**src/rtl/demux21b_stream.sv**
```systemverilog
// ---------------------------------------------------------------------------
// demux21b_stream
//
// Stream 1:2 demultiplexer, the receiving-end counterpart of mux21b.
// One input word stream (valid/ready) is steered into one of two output
// channels, A or B. Each channel owns a single-entry holding register with
// its own valid/ready, so each consumer can apply backpressure on its own.
//
// The route is either the explicit in_sel bit (0 = A, 1 = B) or, in TDM
// mode, an internal phase that alternates A,B,A,B on every accepted word.
//
// Ports:
//   clk       rising-edge clock, single domain
//   rst       synchronous active-high reset
//   alt_mode  1 = route by internal phase, 0 = route by in_sel
//   in_valid  input word present
//   in_ready  block accepts the input word this cycle
//   in_data   input word (WIDTH bits)
//   in_sel    explicit route, ignored while alt_mode = 1
//   a_valid   channel A holding register full
//   a_ready   channel A consumer accepts
//   a_data    channel A word
//   b_valid   channel B holding register full
//   b_ready   channel B consumer accepts
//   b_data    channel B word
//   a_count   words accepted into A, modulo 2^CNT_W
//   b_count   words accepted into B, modulo 2^CNT_W
//   phase     TDM state: 0 = EXPECT_A, 1 = EXPECT_B
// ---------------------------------------------------------------------------
module demux21b_stream #(
  parameter int WIDTH = 16,
  parameter int CNT_W = 8
) (
  input  logic             clk,
  input  logic             rst,
  input  logic             alt_mode,
  input  logic             in_valid,
  output logic             in_ready,
  input  logic [WIDTH-1:0] in_data,
  input  logic             in_sel,
  output logic             a_valid,
  input  logic             a_ready,
  output logic [WIDTH-1:0] a_data,
  output logic             b_valid,
  input  logic             b_ready,
  output logic [WIDTH-1:0] b_data,
  output logic [CNT_W-1:0] a_count,
  output logic [CNT_W-1:0] b_count,
  output logic             phase
);

  localparam logic [0:0] EXPECT_A = 1'b0;
  localparam logic [0:0] EXPECT_B = 1'b1;

  logic [0:0]       phase_q;
  logic             a_valid_q;
  logic             b_valid_q;
  logic [WIDTH-1:0] a_data_q;
  logic [WIDTH-1:0] b_data_q;
  logic [CNT_W-1:0] a_count_q;
  logic [CNT_W-1:0] b_count_q;

  logic tgt;
  logic tgt_valid;
  logic tgt_ready;
  logic accept;
  logic load_a;
  logic load_b;
  logic drain_a;
  logic drain_b;

  // Route selection and input handshake. in_ready depends combinationally
  // on the target channel's ready so a full register that is draining this
  // cycle can be refilled in the same cycle (1 word/cycle per channel).
  always_comb begin
    tgt       = alt_mode ? phase_q[0] : in_sel;
    tgt_valid = tgt ? b_valid_q : a_valid_q;
    tgt_ready = tgt ? b_ready   : a_ready;
    in_ready  = !rst && (!tgt_valid || tgt_ready);
    accept    = in_valid && in_ready;
    load_a    = accept && !tgt;
    load_b    = accept &&  tgt;
    drain_a   = a_valid_q && a_ready;
    drain_b   = b_valid_q && b_ready;
  end

  // Channel A holding register and counter. A load wins over a drain, so
  // the valid bit stays set when the old word leaves as the new one lands.
  always_ff @(posedge clk) begin
    if (rst) begin
      a_valid_q <= 1'b0;
      a_data_q  <= '0;
      a_count_q <= '0;
    end else begin
      if (load_a) begin
        a_valid_q <= 1'b1;
        a_data_q  <= in_data;
        a_count_q <= a_count_q + CNT_W'(1);
      end else if (drain_a) begin
        a_valid_q <= 1'b0;
      end
    end
  end

  // Channel B holding register and counter, mirror of channel A.
  always_ff @(posedge clk) begin
    if (rst) begin
      b_valid_q <= 1'b0;
      b_data_q  <= '0;
      b_count_q <= '0;
    end else begin
      if (load_b) begin
        b_valid_q <= 1'b1;
        b_data_q  <= in_data;
        b_count_q <= b_count_q + CNT_W'(1);
      end else if (drain_b) begin
        b_valid_q <= 1'b0;
      end
    end
  end

  // TDM phase. Held at EXPECT_A outside TDM mode so every entry into TDM
  // starts on channel A; advances only on an accepted word.
  always_ff @(posedge clk) begin
    if (rst) begin
      phase_q <= EXPECT_A;
    end else if (!alt_mode) begin
      phase_q <= EXPECT_A;
    end else if (accept) begin
      case (phase_q)
        EXPECT_A: phase_q <= EXPECT_B;
        EXPECT_B: phase_q <= EXPECT_A;
        default:  phase_q <= EXPECT_A;
      endcase
    end
  end

  assign a_valid = a_valid_q;
  assign b_valid = b_valid_q;
  assign a_data  = a_data_q;
  assign b_data  = b_data_q;
  assign a_count = a_count_q;
  assign b_count = b_count_q;
  assign phase   = phase_q[0];

endmodule

```
**config.mk**
```make
export PLATFORM = sky130hd
export DESIGN_NAME = demux21b_stream
export DESIGN_NICKNAME = d
export VERILOG_FILES = /design/src/rtl/demux21b_stream.sv
export SDC_FILE = /design/constraint.sdc
export NUM_CORES = 1
export LEC_CHECK = 0
export BUFFER_PORTS_ARGS = -buffer_cell sky130_fd_sc_hd__buf_2
export CORE_ASPECT_RATIO = 0.5
export CORE_MARGIN = 2
export CORE_UTILIZATION = 50
export CTS_CLUSTER_DIAMETER = 50
export CTS_CLUSTER_SIZE = 40
export DETAILED_ROUTE_END_ITERATION = 16
export PLACE_DENSITY = 0.92
export SLEW_MARGIN = 20
export SYNTH_ARGS = -nofsm -noshare
export SYNTH_HDL_FRONTEND = slang
export SYNTH_SLANG_ARGS = --single-unit
```
**constraint.sdc**
```tcl
create_clock -name clk -period 2.2 [get_ports clk]
set_input_delay 0.33 -clock clk [delete_from_list [all_inputs] [get_ports clk]]
set_output_delay 0.33 -clock clk [all_outputs]
set_load 0.05 [all_outputs]
```
==> flow_summary_export.csv, run 1 <==
group,metric,value,unit
worst_hold_path,holdCritPathClass,"input port to flop",
drt,dr_total_vias,1946,
placed_design,dp_slack,0.367,ns
power,irDropWorstVdd,0.321,mV
synthesis,synth_edf_count,0,
synthesis,synth_top_cells_by_count,"77 x nand2_1, 51 x dfxtp_1, 41 x a21oi_1, 9 x clkbuf_1, 6 x nor2_1",
setup_path,crit_path_max_fanout,5,
cts,insertion_delay,0.31,ns
cts,cts_tree,"done",
synthesis,synth_cell_type_count,37,
placed_design,numPortBuffers,74,
power,power,0.00180,W
power,power_density,713,mW/mm2
global_routing,grt_max_degree,26,
synthesis,yosys-top-cells-area,"dfxtp_1 51%, nand2_1 15%, a21oi_1 10%",
worst_hold_path,hold_path_depth,3,
cells_and_area,finalNetCount,337,
placed_design,gp_congestion,0.822,
placed_design,hpwlAfterDp,3640,um
setup_path,crit_chain,"mux2i_2 > nor2_1 > a211oi_2 > buf_2",
placed_design,placed_area,0.00242,mm2
cts,cts_resized,0,
synthesis,avgSynthCellArea,8.38,um2
cts,cts_hold_buffers,0,
drt,first_pass_iters,5,
drt,drt-initial-drc-count,177,
sta,fmax,522,MHz
sta,finalMaxSlewViolations,0,
setup_path,worst-r2r-cell-count,4,
drt,finalWirelength,5200,um
setup_path,crit_type,"flop to output port",
setup_path,cp.depth,4,
sta,rsz0062_at_grt,"no",
cells_and_area,area_growth,27.1,%
setup_path,required,1.87,ns
cts,cts.sinks,51,
cells_and_area,antenna_cells,0,
synthesis,synth_top_area_share,51.4,%
cts,cts_setup_buffers,0,
cells_and_area,final_area,0.00252,mm2
synthesis,netlist_instances,237,
setup_path,worstPathArrival,1.58,ns
global_routing,grt_usage,24.1,%
cts,cts_buffers,5,
global_routing,grt-ovfl-total,0,
sta,tightest_slew,0.434,ns
synthesis,yosys.area.top_type,"dfxtp_1",
setup_path,path_delay_family,"flip-flops",
sta,fin_skew,0.00451,ns
global_routing,grt_pass1_wl,8600,um
floorplanning,initial_core_util,51.4,%
cts,clkTransAtPathRegs,0.09,ns
synthesis,yosys_warnings,0,
floorplanning,row_count,16,
synthesis,synth_seq_cells,51,
cts,cts_max_path_buffers,2,
sta,relSlewSlack,70.8,%
floorplanning,io_pins,75,
sta,setup_viol,0,
sta,period_share,87.0,%
power,power.leakage,1.11,nW
sta,period_minus_slack,1.91,ns
sta,hold_viol,0,
synthesis,synth_flop_cell,"dfxtp_1",
synthesis,seq_area_frac_synth,51.4,%
setup_path,cp_slowest_cell,"dfxtp_1",
global_routing,grt_pass1_vias,1861,
drt,via_per_inst,5.30,
drt,route.detailed.wl_per_inst,14.2,um
cts,cts_root_buf,"clkbuf_8",
job,maxCapViolations,0,
drt,postRouteAntennaNets,0,
setup_path,startpoint_type,"flop",
synthesis,yosysMostFrequentCell,"nand2_1",
drt,drc,0,
cts,cts_max_level,2,
floorplanning,die_y,48.6,um
status,outcome,"completed",
synthesis,asyncSetResetFlopFracSynth,0,%
floorplanning,die-width,93.2,um
sta,timing.setup.tns,0,ns
cells_and_area,finish.utilization,65.3,%
setup_path,crit_buf_inv,1,
sta,fin_ws,0.285,ns
global_routing,antenna_found_initial,0,
floorplanning,dieArea,0.00452,mm2
cells_and_area,drive_above_1_share,29.7,%
setup_path,slowest_delay,0.36,ns
floorplanning,core_area,0.00386,mm2
synthesis,syn_nets,262,
synthesis,syn_area,0.00199,mm2
setup_path,cp-end-kind,"output port",
metrics by stage:
stage | std cells | hold WS (ns)
2_1_floorplan | 237 | 0.466
3_3_place_gp | 359 | 0.440
3_5_place_dp | 359 | 0.445
4_1_cts | 367 | 0.261
5_1_grt | 367 | 0.260
6_report | 367 | 0.263
state kept, by name, indices dropped and copies added, names as in the netlist:
signal / cells
a_count: 8
a_data: 16
a_valid: 1
b_count: 8
b_data: 16
b_valid: 1
phase: 1
placed cells by master (no fill, tap or decap), types with 3 or more instances in the layout:
master     n
a21oi_1   41
buf_2     74
buf_4      6
clkbuf_8   7
dfxtp_1   51
mux2i_1    3
nand2_1   77
nand2b_1   3
nand3_1    4
nand4_1    5
nor2_1     6
xnor2_1    3
cell families (layout without fill, tap and decap cells):
logic type	Yosys count	after routing	synth area share (%)
flip-flops	51	51	51.4
adder cells (fa/ha/maj)	2	2	1.26
AND/OR/NAND/NOR	111	111	25.8
multiplexers	5	5	2.96
buffers and inverters	13	89	2.71
AO/OA/AOI/OAI	50	50	13.7
XOR/XNOR	5	5	2.20
final cells by class:
| cell class | count | area, um2 |
|---|---|---|
| clock buffers | 8 | 100 |
| fillers | 307 | 1340 |
| inverters | 1 | 3.75 |
| multi-input cells | 173 | 917 |
| flip-flops and latches | 51 | 1020 |
| well taps | 54 | 67.6 |
| repair buffers | 80 | 415 |
routing by layer:
metal,vias up,GRT usage [%],routed length (um),part of all wire (%)
li1,954,-,-,-
met1,922,28.4,2170,42
met2,63,41.8,2680,51
met3,7,6.85,285,5.5
met4,0,9.80,74,1.4
met5,-,0,0,0
where the power goes:
part	internal (W)	total, W	leakage, nW	switching (W)
clock	0.000288	0.000592	0.0515	0.000304
sequential	0.000947	0.000964	0.413	0.0000166
combinational	0.0000655	0.000245	0.649	0.000179
final timing paths:
path / from / end / slack, ns
min reg2reg: b_data[15]$_SDFFE_PP0P_ / b_data[15]$_SDFFE_PP0P_ / 0.46
max reg2reg: phase$_SDFFE_PP0N_ / a_count[5]$_SDFFE_PP0P_ / 0.51
min: in_data[15] / a_data[15]$_SDFFE_PP0P_ / 0.26
max: phase$_SDFFE_PP0N_ / in_ready / 0.29
worst register-to-register path, cell delays in order (launching register included):
cell	delay, ns
dfxtp_1	0.36
mux2i_2	0.30
nand3_2	0.25
or4_1	0.56
a21oi_1	0.15
(Power assumes the default switching activity.)
==> run 2, diff against run 1 <==
CORE_UTILIZATION = 48   (was 50)
PLACE_DENSITY = 0.89   (was 0.92)
clock period = 1.9 ns   (was 2.2 ns; I/O delays follow)
==> run 2 against run 1 <==
Against the previous run: via count fell by 1.3%; final cell count stayed put; global-route usage is 1.9 points lower; core utilization increased by 0.069 points; count of clock-buffer cells in the layout fell by 3; sequential cell count unchanged; total power up 27%; critical path depth unchanged; sequential power up 16%; die area increased by 3.9%; routed wire length shrank 3.9%; combinational power up 16%; largest cell class unchanged.
==> flow_summary_export.csv, run 2 (synthesized netlist as in run 1, its figures left out) <==
group,metric,value,unit
status,outcome,"completed",
sta,fmax,546,MHz
sta,finalMaxSlewViolations,0,
drt,dr_total_vias,1921,
cts,cts_root_buf,"clkbuf_8",
setup_path,crit_path_max_fanout,5,
cells_and_area,regArea,0.00102,mm2
global_routing,antenna_found_initial,0,
cells_and_area,fillers,314,
drt,postRouteAntennaNets,0,
power,irDropWorstVdd,0.394,mV
placed_design,hpwlAfterDp,3590,um
floorplanning,io_pins,75,
drt,drc,0,
power,power_density,883,mW/mm2
drt,via_per_inst,5.23,
sta,timing.setup.tns,0,ns
cells_and_area,drive_above_1_share,30.0,%
cts,cts_setup_buffers,0,
floorplanning,die-width,95.0,um
floorplanning,initial_core_util,50.4,%
cts,cts_resized,1,
drt,first_pass_iters,4,
floorplanning,dieArea,0.00470,mm2
cts,cts.sinks,51,
setup_path,cp-end-kind,"output port",
cells_and_area,final_common_cell,"nand2_1",
cts,insertion_delay,0.30,ns
power,power.leakage,1.13,nW
floorplanning,row_count,16,
cells_and_area,finalNetCount,337,
global_routing,grt_use_met3,5.05,%
sta,period_share,96.3,%
global_routing,grt_max_degree,48,
cells_and_area,antenna_cells,0,
placed_design,gp_congestion,0.861,
cells_and_area,multi_input_area,933,um2
floorplanning,core_area,0.00394,mm2
floorplanning,die_y,49.5,um
global_routing,grtUsageMet2,38.3,%
sta,relSlewSlack,66.6,%
placed_design,placed_cells,359,
setup_path,startpoint_type,"flop",
cts,cts_max_level,2,
drt,finalWirelength,5000,um
sta,tightest_slew,0.500,ns
sta,hold_viol,0,
global_routing,grt_pass1_vias,1840,
sta,setup_viol,0,
cts,cts_max_path_buffers,2,
worst_hold_path,holdCritPathClass,"input port to flop",
job,maxCapViolations,0,
cells_and_area,area_growth,29.8,%
cts,cts_buffers,5,
drt,route.detailed.wl_per_inst,13.6,um
cells_and_area,fin_cells,367,
global_routing,grt_usage,22.2,%
cts,cts_tree,"done",
sta,fin_skew,0.00549,ns
setup_path,required,1.62,ns
drt,drt-initial-drc-count,144,
cells_and_area,final_cell_mix,"77 x nand2_1, 73 x buf_2, 51 x dfxtp_1",
global_routing,busiest_layer,"met2",
global_routing,grt_pass1_wl,8230,um
sta,period_minus_slack,1.83,ns
cts,cts_hold_buffers,0,
cts,clkTransAtPathRegs,0.09,ns
global_routing,grtUsageMet1,26.6,%
setup_path,crit_type,"flop to output port",
setup_path,worstPathArrival,1.54,ns
placed_design,numPortBuffers,74,
global_routing,grt-ovfl-total,0,
[run 2: metal layers]
layer	vias to the layer above	wire length, um
met4	0	92
li1	954	-
met1	894	2090
met5	-	0
met3	11	283
met2	62	2540
[run 2: power by group]
group          total [W]  switching, W  internal (W)
Sequential       0.00112     0.0000193       0.00110
Combinational   0.000284      0.000207     0.0000779
Clock           0.000878      0.000353      0.000525
[run 2: path summary, 6_finish.rpt]
| check | start | to | slack, ns | cells after the start |
|---|---|---|---|---|
| hold / removal | rst | phase$_SDFFE_PP0N_ | 0.18 | 2 |
| setup / recovery | phase$_SDFFE_PP0N_ | in_ready | 0.07 | 4 |
| hold reg to reg | a_data[12]$_SDFFE_PP0P_ | a_data[12]$_SDFFE_PP0P_ | 0.46 | 2 |
| setup reg to reg | phase$_SDFFE_PP0N_ | a_count[5]$_SDFFE_PP0P_ | 0.28 | 5 |
[run 2: final cells by class]
type / instances / area share, %
Timing Repair Buffer: 80 / 16.2
Inverter: 1 / 0.145
Tap cell: 54 / 2.62
Clock buffer: 5 / 2.67
Sequential cell: 51 / 39.6
Clock inverter: 3 / 2.62
Multi-Input combinational cell: 173 / 36.2
[run 2: through the flow]
step                total power, W  hold WS [ns]  setup slack, ns  utilization, %  area, um2
finish                     0.00228         0.178           0.0700            65.4       2580
floorplan                  0.00134         0.421           0.0926               -       2000
global placement           0.00141         0.440            0.181            61.7       2430
detailed placement         0.00142         0.445            0.115            61.7       2430
global route               0.00235         0.179         -0.00498            65.4       2580
CTS                        0.00228         0.177           0.0742            65.4       2580
[run 2: worst max-delay path, cell delays in order (launching register included)]
cell      delay (ns)
dfxtp_1         0.38
mux2i_4         0.25
nor2_1          0.13
a211oi_4        0.23
clkbuf_4        0.26
